==> config.mk <==
export PLATFORM = sky130hd
export DESIGN_NAME = vm3_mmu_xlat
export DESIGN_NICKNAME = d
export VERILOG_FILES = /design/src/rtl/vm3_mmu_pkg.sv /design/src/rtl/vm3_mmu_chk.sv /design/src/rtl/vm3_mmu_xlat.sv
export SDC_FILE = /design/constraint.sdc
export NUM_CORES = 1
export LEC_CHECK = 0
export ABC_AREA = 1
export CAP_MARGIN = 5
export CORE_AREA = 2 2 87 89
export CTS_BUF_LIST = sky130_fd_sc_hd__clkbuf_8
export CTS_CLUSTER_SIZE = 30
export DETAILED_ROUTE_END_ITERATION = 16
export DIE_AREA = 0 0 89 91
export PLACE_DENSITY_LB_ADDON = 0.2
export SLEW_MARGIN = 15
export SYNTH_ARGS = -nofsm -noshare
export SYNTH_HDL_FRONTEND = slang
export SYNTH_SLANG_ARGS = --single-unit
==> constraint.sdc <==
create_clock -name clock_i -period 1.75 [get_ports clock_i]
set_input_delay 0.35 -clock clock_i [delete_from_list [all_inputs] [get_ports clock_i]]
set_output_delay 0.35 -clock clock_i [all_outputs]
set_load 0.005 [all_outputs]
==> src/rtl/vm3_mmu_pkg.sv <==
// vm3_mmu_pkg: shared ACF codes, SR0 layout, RAM address layout and FSM encoding for the VM3 MMU
package vm3_mmu_pkg;
    localparam logic [1:0] ACF_NR = 2'b00;
    localparam logic [1:0] ACF_RO = 2'b01;
    localparam logic [1:0] ACF_RW = 2'b11;
    localparam int SR0_NR   = 15;
    localparam int SR0_LEN  = 14;
    localparam int SR0_RO   = 13;
    localparam int SR0_MODE = 5;
    localparam int SR0_PAGE = 1;
    localparam logic [1:0] ST_IDLE = 2'd0;
    localparam logic [1:0] ST_LOOK = 2'd1;
    localparam logic [1:0] ST_DONE = 2'd2;
    localparam logic [5:0] IO_PAGE = 6'b111111;
    typedef struct packed {
        logic       user;
        logic       pdr_sel;
        logic [2:0] page;
    } ram_addr_t;
    function automatic ram_addr_t ram_addr(input logic user, input logic pdr_sel, input logic [2:0] page);
        return '{user: user, pdr_sel: pdr_sel, page: page};
    endfunction
endpackage

==> src/rtl/vm3_mmu_chk.sv <==
// vm3_mmu_chk: priority-encoded PDR access check giving {non-resident, length, read-only}
module vm3_mmu_chk
    import vm3_mmu_pkg::*;
#(
    parameter bit NONE_RO_WR = 1'b1
) (
    input  logic [15:0] pdr_i,
    input  logic [6:0]  blk_i,
    input  logic        wr_i,
    output logic [2:0]  flags_o
);
    logic [1:0] acf;
    logic [6:0] plf;
    logic       nr;
    logic       len;
    logic       ro;
    assign acf = pdr_i[2:1];
    assign plf = pdr_i[14:8];
    assign nr  = acf == ACF_NR || acf == 2'b10;
    // ED selects an upward-growing (blk>PLF) or downward-growing (blk<PLF) page
    assign len = !nr && (pdr_i[3] ? blk_i < plf : blk_i > plf);
    assign ro  = !nr && !len && acf == ACF_RO && wr_i && NONE_RO_WR;
    assign flags_o = {nr, len, ro};
endmodule

==> src/rtl/vm3_mmu_xlat.sv <==
// vm3_mmu_xlat: three-state virtual-to-physical translation using the PAR/PDR RAM, with SR0 abort capture
module vm3_mmu_xlat
    import vm3_mmu_pkg::*;
#(
    parameter bit NONE_RO_WR = 1'b1
) (
    input  logic        clock_i,
    input  logic        reset_i,
    input  logic        req_i,
    input  logic [15:0] vaddr_i,
    input  logic        user_i,
    input  logic        wr_i,
    input  logic        ena_i,
    input  logic        m22_i,
    output logic        ready_o,
    output logic        done_o,
    output logic [21:0] paddr_o,
    output logic        abort_o,
    output logic [15:0] sr0_o,
    input  logic        sr0_clr_i,
    output logic [4:0]  ram_addr_a_o,
    output logic [4:0]  ram_addr_b_o,
    input  logic [15:0] ram_q_a_i,
    input  logic [15:0] ram_q_b_i
);
    logic [1:0]  state_q, state_d;
    logic [15:0] vaddr_q;
    logic        user_q, wr_q, ena_q, m22_q;
    logic [21:0] paddr_q, paddr_d;
    logic        abort_q, abort_d;
    logic [15:0] sr0_q, sr0_d;
    logic        idle, look, usr, abt;
    logic [2:0]  page;
    logic [2:0]  flags;
    logic [15:0] paf;
    logic [21:0] sum, xlat, byp;

    assign idle = state_q == ST_IDLE;
    assign look = state_q == ST_LOOK;
    // While idle the RAM address follows the live request so data is ready in LOOK
    assign page = idle ? vaddr_i[15:13] : vaddr_q[15:13];
    assign usr  = idle ? user_i : user_q;
    assign ram_addr_a_o = ram_addr(usr, 1'b0, page);
    assign ram_addr_b_o = ram_addr(usr, 1'b1, page);

    vm3_mmu_chk #(.NONE_RO_WR(NONE_RO_WR)) u_chk (
        .pdr_i   (ram_q_b_i),
        .blk_i   (vaddr_q[12:6]),
        .wr_i    (wr_q),
        .flags_o (flags)
    );

    assign paf  = m22_q ? ram_q_a_i : {4'b0, ram_q_a_i[11:0]};
    assign sum  = {paf, 6'b0} + {9'b0, vaddr_q[12:0]};
    assign xlat = m22_q ? sum : {4'b0, sum[17:0]};
    assign byp  = &vaddr_q[15:13] ? {IO_PAGE, vaddr_q} : {6'b0, vaddr_q};
    assign abt  = ena_q && |flags;

    always_comb begin
        state_d = idle ? (req_i ? ST_LOOK : ST_IDLE) : look ? ST_DONE : ST_IDLE;
        paddr_d = look ? (ena_q ? xlat : byp) : paddr_q;
        abort_d = look ? abt : abort_q;
        // A fresh abort beats a same-edge clear; otherwise SR0 stays frozen while a flag is set
        sr0_d   = (look && abt && (sr0_q[SR0_NR:SR0_RO] == 3'b0 || sr0_clr_i))
                  ? {flags, 6'b0, user_q, user_q, 1'b0, vaddr_q[15:13], 1'b0}
                  : sr0_clr_i ? {3'b0, sr0_q[12:0]} : sr0_q;
    end

    always_ff @(posedge clock_i) begin
        if (reset_i) begin
            state_q <= ST_IDLE;
            paddr_q <= '0;
            abort_q <= 1'b0;
            sr0_q   <= '0;
        end else begin
            state_q <= state_d;
            paddr_q <= paddr_d;
            abort_q <= abort_d;
            sr0_q   <= sr0_d;
        end
        if (idle && req_i) begin
            vaddr_q <= vaddr_i;
            user_q  <= user_i;
            wr_q    <= wr_i;
            ena_q   <= ena_i;
            m22_q   <= m22_i;
        end
    end

    assign ready_o = idle;
    assign done_o  = state_q == ST_DONE;
    assign paddr_o = paddr_q;
    assign abort_o = abort_q;
    assign sr0_o   = sr0_q;
endmodule

# After elaboration in Yosys (flattened, before gate mapping)
# Cells that the tools add are included.
classes:
  n_addsub: 1
  order_cmp: 2
  eq_ne: 4
  mux: 12
  reduce_logical: 18
ops:
  columns: ["cell", "count"]
  rows:
  - ["$mux 22", 3]
  - ["$mux 16", 3]
  - ["$add 22x13->22", 1]
  - ["$logic_and 1x1->1", 8]
  - ["$gt 7x7->1", 1]
  - ["$lt 7x7->1", 1]
  - ["$eq 2x1->1 const B", 2]
  - ["$eq 2x2->1 const B", 2]
  - ["$logic_not 2->1", 2]
  - ["$mux 2", 2]
  - ["$logic_not 3->1", 1]
  - ["$mux 1", 3]
  - ["$mux 3", 1]
  - ["$reduce_and 3->1", 1]
  - ["$reduce_or 3->1", 1]
  - ["$logic_not 1->1", 2]
  - ["$logic_or 1x1->1", 2]
  - ["$reduce_bool 2->1", 1]
word_totals:
  register_bits: 53
  word_cells: 47

# Logic depth before layout (Yosys ltp)
logic_depth:
  ltp_word: 13
  depth_mapped: 12

# By module
# A second synthesis with hierarchy kept.
hier_totals:
  cells_unflattened: 383
  area_unflattened_um2: 2961.6
modules_own_cells:
  columns: ["mod", "instances", "cells_per_inst", "area_each_um2", "seq_area_each_um2"]
  rows:
  - ["vm3_mmu_xlat", 1, 337, 2688.8, 1241.2]
  - ["vm3_mmu_chk", 1, 46, 272.8, 0.0]

# Least setup slack after synthesis
# Ideal clock, no wire load.
synth_path:
  kind: "register to register"
  from: "register state_q[1]"
  to: "register ena_q, enable pin"
  t_arrival_ns: 1.627
  required_time_ns: 1.353
  setup_slack_ns: -0.274
  path_stages_with_launch: 4
  path_buffers: 0
  synth_period_minus_slack_ns: 2.024
  cell_sequence: "dfxtp_1 > nor2_1 > inv_1 > nor2_1"
synth_between:
  elab_chain_cells: 2
synth_lines:
  columns: ["item", "line_no", "rtl"]
  rows:
  - ["start: declaration", "vm3_mmu_xlat.sv:26", "logic [1:0] state_q, state_d;"]
  - ["start signal: assignment", "vm3_mmu_xlat.sv:76", "state_q <= state_d;"]
  - ["$logic_not 2->1", "vm3_mmu_xlat.sv:38", "assign idle = state_q == ST_IDLE;"]
  - ["via ready_o", "vm3_mmu_xlat.sv:15", "output logic ready_o,"]
  - ["$logic_and 1x1->1", "vm3_mmu_xlat.sv:81", "if (idle && req_i) begin"]
  - ["end signal: assignment", "vm3_mmu_xlat.sv:85", "ena_q <= ena_i;"]
  - ["end: declaration", "vm3_mmu_xlat.sv:28", "logic user_q, wr_q, ena_q, m22_q;"]
# The timed path passes the listed nets, and every way through them passes these cells.
# A chain may end at the register's enable or synchronous reset.

# Worst setup path after layout
layout_path:
  from: "register vaddr_q[12]"
  to: "register paddr_q[20], in the netlist paddr_o[20]"
layout_between:
  elab_chain_cells: 3
layout_lines:
  columns: ["item", "line_no", "rtl"]
  rows:
  - ["start: declaration", "vm3_mmu_xlat.sv:27", "logic [15:0] vaddr_q;"]
  - ["start signal: assignment", "vm3_mmu_xlat.sv:82", "vaddr_q <= vaddr_i;"]
  - ["$add 22x13->22", "vm3_mmu_xlat.sv:54", "assign sum = {paf, 6'b0} + {9'b0, vaddr_q[12:0]};"]
  - ["$mux 22", "vm3_mmu_xlat.sv:55", "assign xlat = m22_q ? sum : {4'b0, sum[17:0]};"]
  - ["$mux 22", "vm3_mmu_xlat.sv:61", "paddr_d = look ? (ena_q ? xlat : byp) : paddr_q;"]
  - ["end signal: assignment", "vm3_mmu_xlat.sv:77", "paddr_q <= paddr_d;"]
  - ["end: declaration", "vm3_mmu_xlat.sv:29", "logic [21:0] paddr_q, paddr_d;"]
# No other way between the ends.

==> load_flow_metrics.sql <==
INSERT INTO impl_metrics (metric_group, metric, value, unit) VALUES
('run_status', 'status', 'finished with violations', ''),
('run_status', 'violations', 'setup timing', ''),
('drt', 'drc', '0', ''),
('drt', 'route.antenna.remaining_nets', '0', ''),
('synthesis', 'yosysUniqueCellTypes', '33', ''),
('synthesis', 'asyncSetResetFlopFracSynth', '0', '%'),
('synthesis', 'synth_top_cell_area_share', '22.4', '%'),
('drt', 'wl_per_cell', '13.4', 'um'),
('placed_design', 'placement.io_buffers', '90', ''),
('global_route', 'via_count_of_the_first_global_routing_pass', '2768', ''),
('placed_design', 'numPlacedInstances', '569', ''),
('clock_tree', 'cts_max_level', '2', ''),
('synthesis', 'cell_types_occupying_the_most_area_after_synthesis', 'sky130_fd_sc_hd__dfxtp_1 (22%), sky130_fd_sc_hd__edfxtp_1 (21%), sky130_fd_sc_hd__nand2_1 (8.8%)', ''),
('global_route', 'grt_max_degree', '20', ''),
('drt', 'via_count', '2888', ''),
('finish', 'final_net_count', '564', ''),
('clock_tree', 'clockBufferDepth', '2', ''),
('global_route', 'grt_antenna_before_repair', '0', ''),
('die', 'die-width', '89', 'um'),
('die', 'placement_rows', '31', ''),
('synthesis', 'avgSynthCellArea', '7.95', 'sq um'),
('synthesis', 'yosys_warnings', '0', ''),
('synthesis', 'post-synth-top-area-cell', 'sky130_fd_sc_hd__dfxtp_1', ''),
('global_route', 'gr-total-overflow', '0', ''),
('synthesis', 'postSynthCellCount', '360', ''),
('synthesis', 'yosys-top-cells-count', 'sky130_fd_sc_hd__nand2_1 (67), sky130_fd_sc_hd__inv_1 (43), sky130_fd_sc_hd__a21oi_1 (40)', ''),
('sta', 'hold_vio_cnt_final', '0', ''),
('clock_tree', 'cts_tree', 'done', ''),
('sta', 'setup_viol', '13', ''),
('setup_path', 'start_kind', 'register', ''),
('sta', 'timing_worst_slew_pin_value', '741', 'ps'),
('drt', 'wirelength', '7970', 'um'),
('drt', 'dr.first_iter.drc_count', '182', ''),
('clock_tree', 'tritoncts_buffer_count', '5', ''),
('finish', 'antenna_cells', '0', ''),
('synthesis', 'yosysSeqAreaShare', '43.4', '%'),
('setup_path', 'worst_ep_required_time', '2000', 'ps'),
('sta', 'slew_viol_final', '0', ''),
('setup_path', 'crit_arrival', '2090', 'ps'),
('synthesis', 'postSynthRegisterBits', '52', ''),
('sta', 'rsz0062_at_grt', 'true', ''),
('min_path', 'timing.hold.worst.class', 'reg2reg', ''),
('finish', 'final-instance-count-excl-fill', '593', ''),
('clock_tree', 'worstSkewPairLatency', '320', 'ps'),
('sta', 'fin_crit', '1840', 'ps'),
('synthesis', 'synth-edff-count', '20', ''),
('pwr', 'leakage', '0.00196', 'uW'),
('synthesis', 'syn-cell-area', '2860', 'sq um'),
('setup_path', 'crit_path_end_kind', 'register', ''),
('sta', 'clock-skew-final', '8.02', 'ps'),
('placed_design', 'post-dp-hpwl', '5650', 'um'),
('sta', 'slew_headroom', '50.4', '%'),
('die', 'floorplan.die_area', '8100', 'sq um'),
('finish', 'areaGrowthSynthToFinish', '62.9', '%'),
('global_route', 'grt_pass1_wl', '12500', 'um'),
('die', 'effective_utilization_at_floorplan', '40.1', '%'),
('synthesis', 'yosys.cell_count.top_type', 'sky130_fd_sc_hd__nand2_1', ''),
('setup_path', 'critPathMaxFanout', '4', ''),
('clock_tree', 'clock-root-buffer', 'sky130_fd_sc_hd__clkbuf_8', ''),
('setup_path', 'crit_type', 'reg2reg', ''),
('die', 'io_pins', '107', ''),
('flow_run', 'max-cap-violations', '0', ''),
('die', 'fp.dieH', '91', 'um'),
('pwr', 'powerDensity', '655', 'nW/um^2'),
('sta', 'setup_slack', '-91.3', 'ps'),
('finish', 'layout-drive-gt1-share', '30.6', '%'),
('pwr', 'peakVddDrop', '0.345', 'mV'),
('clock_tree', 'worst_setup_hold_path_clk_slew', '110', 'ps'),
('die', 'floorplan.core_area', '7140', 'sq um'),
('clock_tree', 'hold_buffers', '0', ''),
('placed_design', 'place_congestion', '0.935', ''),
('sta', 'max_clock_freq', '543', 'MHz'),
('synthesis', 'yosys_most_used_dff', 'sky130_fd_sc_hd__dfxtp_1', ''),
('clock_tree', 'tritoncts_num_sinks', '52', ''),
('drt', 'drt_first_pass_iters', '5', ''),
('global_route', 'total_global_route_track_usage', '19.4', '%'),
('sta', 'hold-worst-slack', '469', 'ps'),
('drt', 'vias_cell', '4.87', ''),
('sta', 'final_min_period_over_clock_period', '105', '%');
-- flip-flops by register name, summed over array words and instances, names as in the netlist --
name     count
ena_q        1
wr_q         1
paddr_o     22
vaddr_q     16
m22_q        1
abort_o      1
sr0_o        7
user_q       1
state_q      2
-- critical path, cell delays in order, from the launching register on --
cell	delay (ps)
sky130_fd_sc_hd__edfxtp_1	470
sky130_fd_sc_hd__buf_6	170
sky130_fd_sc_hd__ha_4	280
sky130_fd_sc_hd__nand2_2	120
sky130_fd_sc_hd__o21ai_4	200
sky130_fd_sc_hd__nand2_2	90
sky130_fd_sc_hd__nand2_4	110
sky130_fd_sc_hd__nand3_2	70
sky130_fd_sc_hd__nand2_1	60
sky130_fd_sc_hd__nand3b_1	80
sky130_fd_sc_hd__a21oi_1	140
-- final timing paths --
check	depth (start not counted)	slack, ps	end	from
worst max register to register	10	-90	paddr_o[20]	vaddr_q[12]
worst min register to register	2	470	paddr_o[11]	paddr_o[11]
worst max-delay path	10	-90	paddr_o[20]	vaddr_q[12]
worst min-delay path	2	470	paddr_o[11]	paddr_o[11]
-- logic make-up after synthesis --
group,Yosys count,share of synthesized area (%)
AOI/OAI and AO/OA,78,14.8
xor gates and xnor gates,1,0.306
adders and majority gates,15,6.82
buffers and inverters,67,11.0
DFF,52,43.4
other,2,0.263
and+or+nand+nor,145,23.4
-- per-stage QoR --
step	instance area, sq um	total power [uW]	utilization (%)	TNS [ps]	setup slack, ps
2_1_floorplan	2890	1750	-	0	32.7
3_3_place_gp	4050	2120	56.7	-8870	-500
3_5_place_dp	4050	2130	56.7	-9500	-551
4_1_cts	4410	2970	61.8	-495	-90.7
5_1_grt	4660	3210	65.3	-2260	-179
6_report	4660	3050	65.3	-713	-91.3
-- layout by cell type (no fill, tap or decap), drive strengths merged --
cell	synthesis	layout
clkdlybuf4s50	0	76
nand2	71	71
buf	18	52
inv	43	46
a21oi	41	41
nor2	35	35
dfxtp	32	32
o21ai	31	31
nand3	23	23
edfxtp	20	20
ha	14	14
nand4	10	10
conb	2	10
clkbuf	6	9
dlygate4sd2	0	7
nor3	2	2
nand3b	2	2
a31oi	2	2
dlymetal6s2s	0	2
a21o	1	1
xor2	1	1
or2	1	1
o211ai	1	1
o221a	1	1
o31ai	1	1
nor4	1	1
fa	1	1
clkdlybuf4s15	0	1
-- metal layers --
| layer | wire (um) | track usage (%) | vias up |
|---|---|---|---|
| met1 | 3690 | 26.1 | 1346 |
| met3 | 411 | 3.55 | 6 |
| met2 | 3810 | 32.2 | 89 |
| li1 | - | - | 1447 |
| met5 | 0 | 0 | - |
| met4 | 62 | 4.10 | 0 |
-- area by class of cell --
type                       instances  area [sq um]
timing repair buffer             142          1320
fill                             586          2480
multi-input combinational        249          1710
clock inverter                     3          28.8
sequential                        52          1240
clock buffer                       5          68.8
inverter                          43           164
tap                               99           124
-- what timing repair did --
item	4_1_cts	5_1_grt
endpoints found under the setup margin	26	27
gates resized for setup	58	75
setup buffers	10	6
pin swaps	25	33
-- power by group --
| group | switching, uW | internal [uW] |
|---|---|---|
| combinational | 434 | 485 |
| sequential | 47.9 | 1340 |
| clock | 449 | 303 |
(Power assumes the default switching activity.)
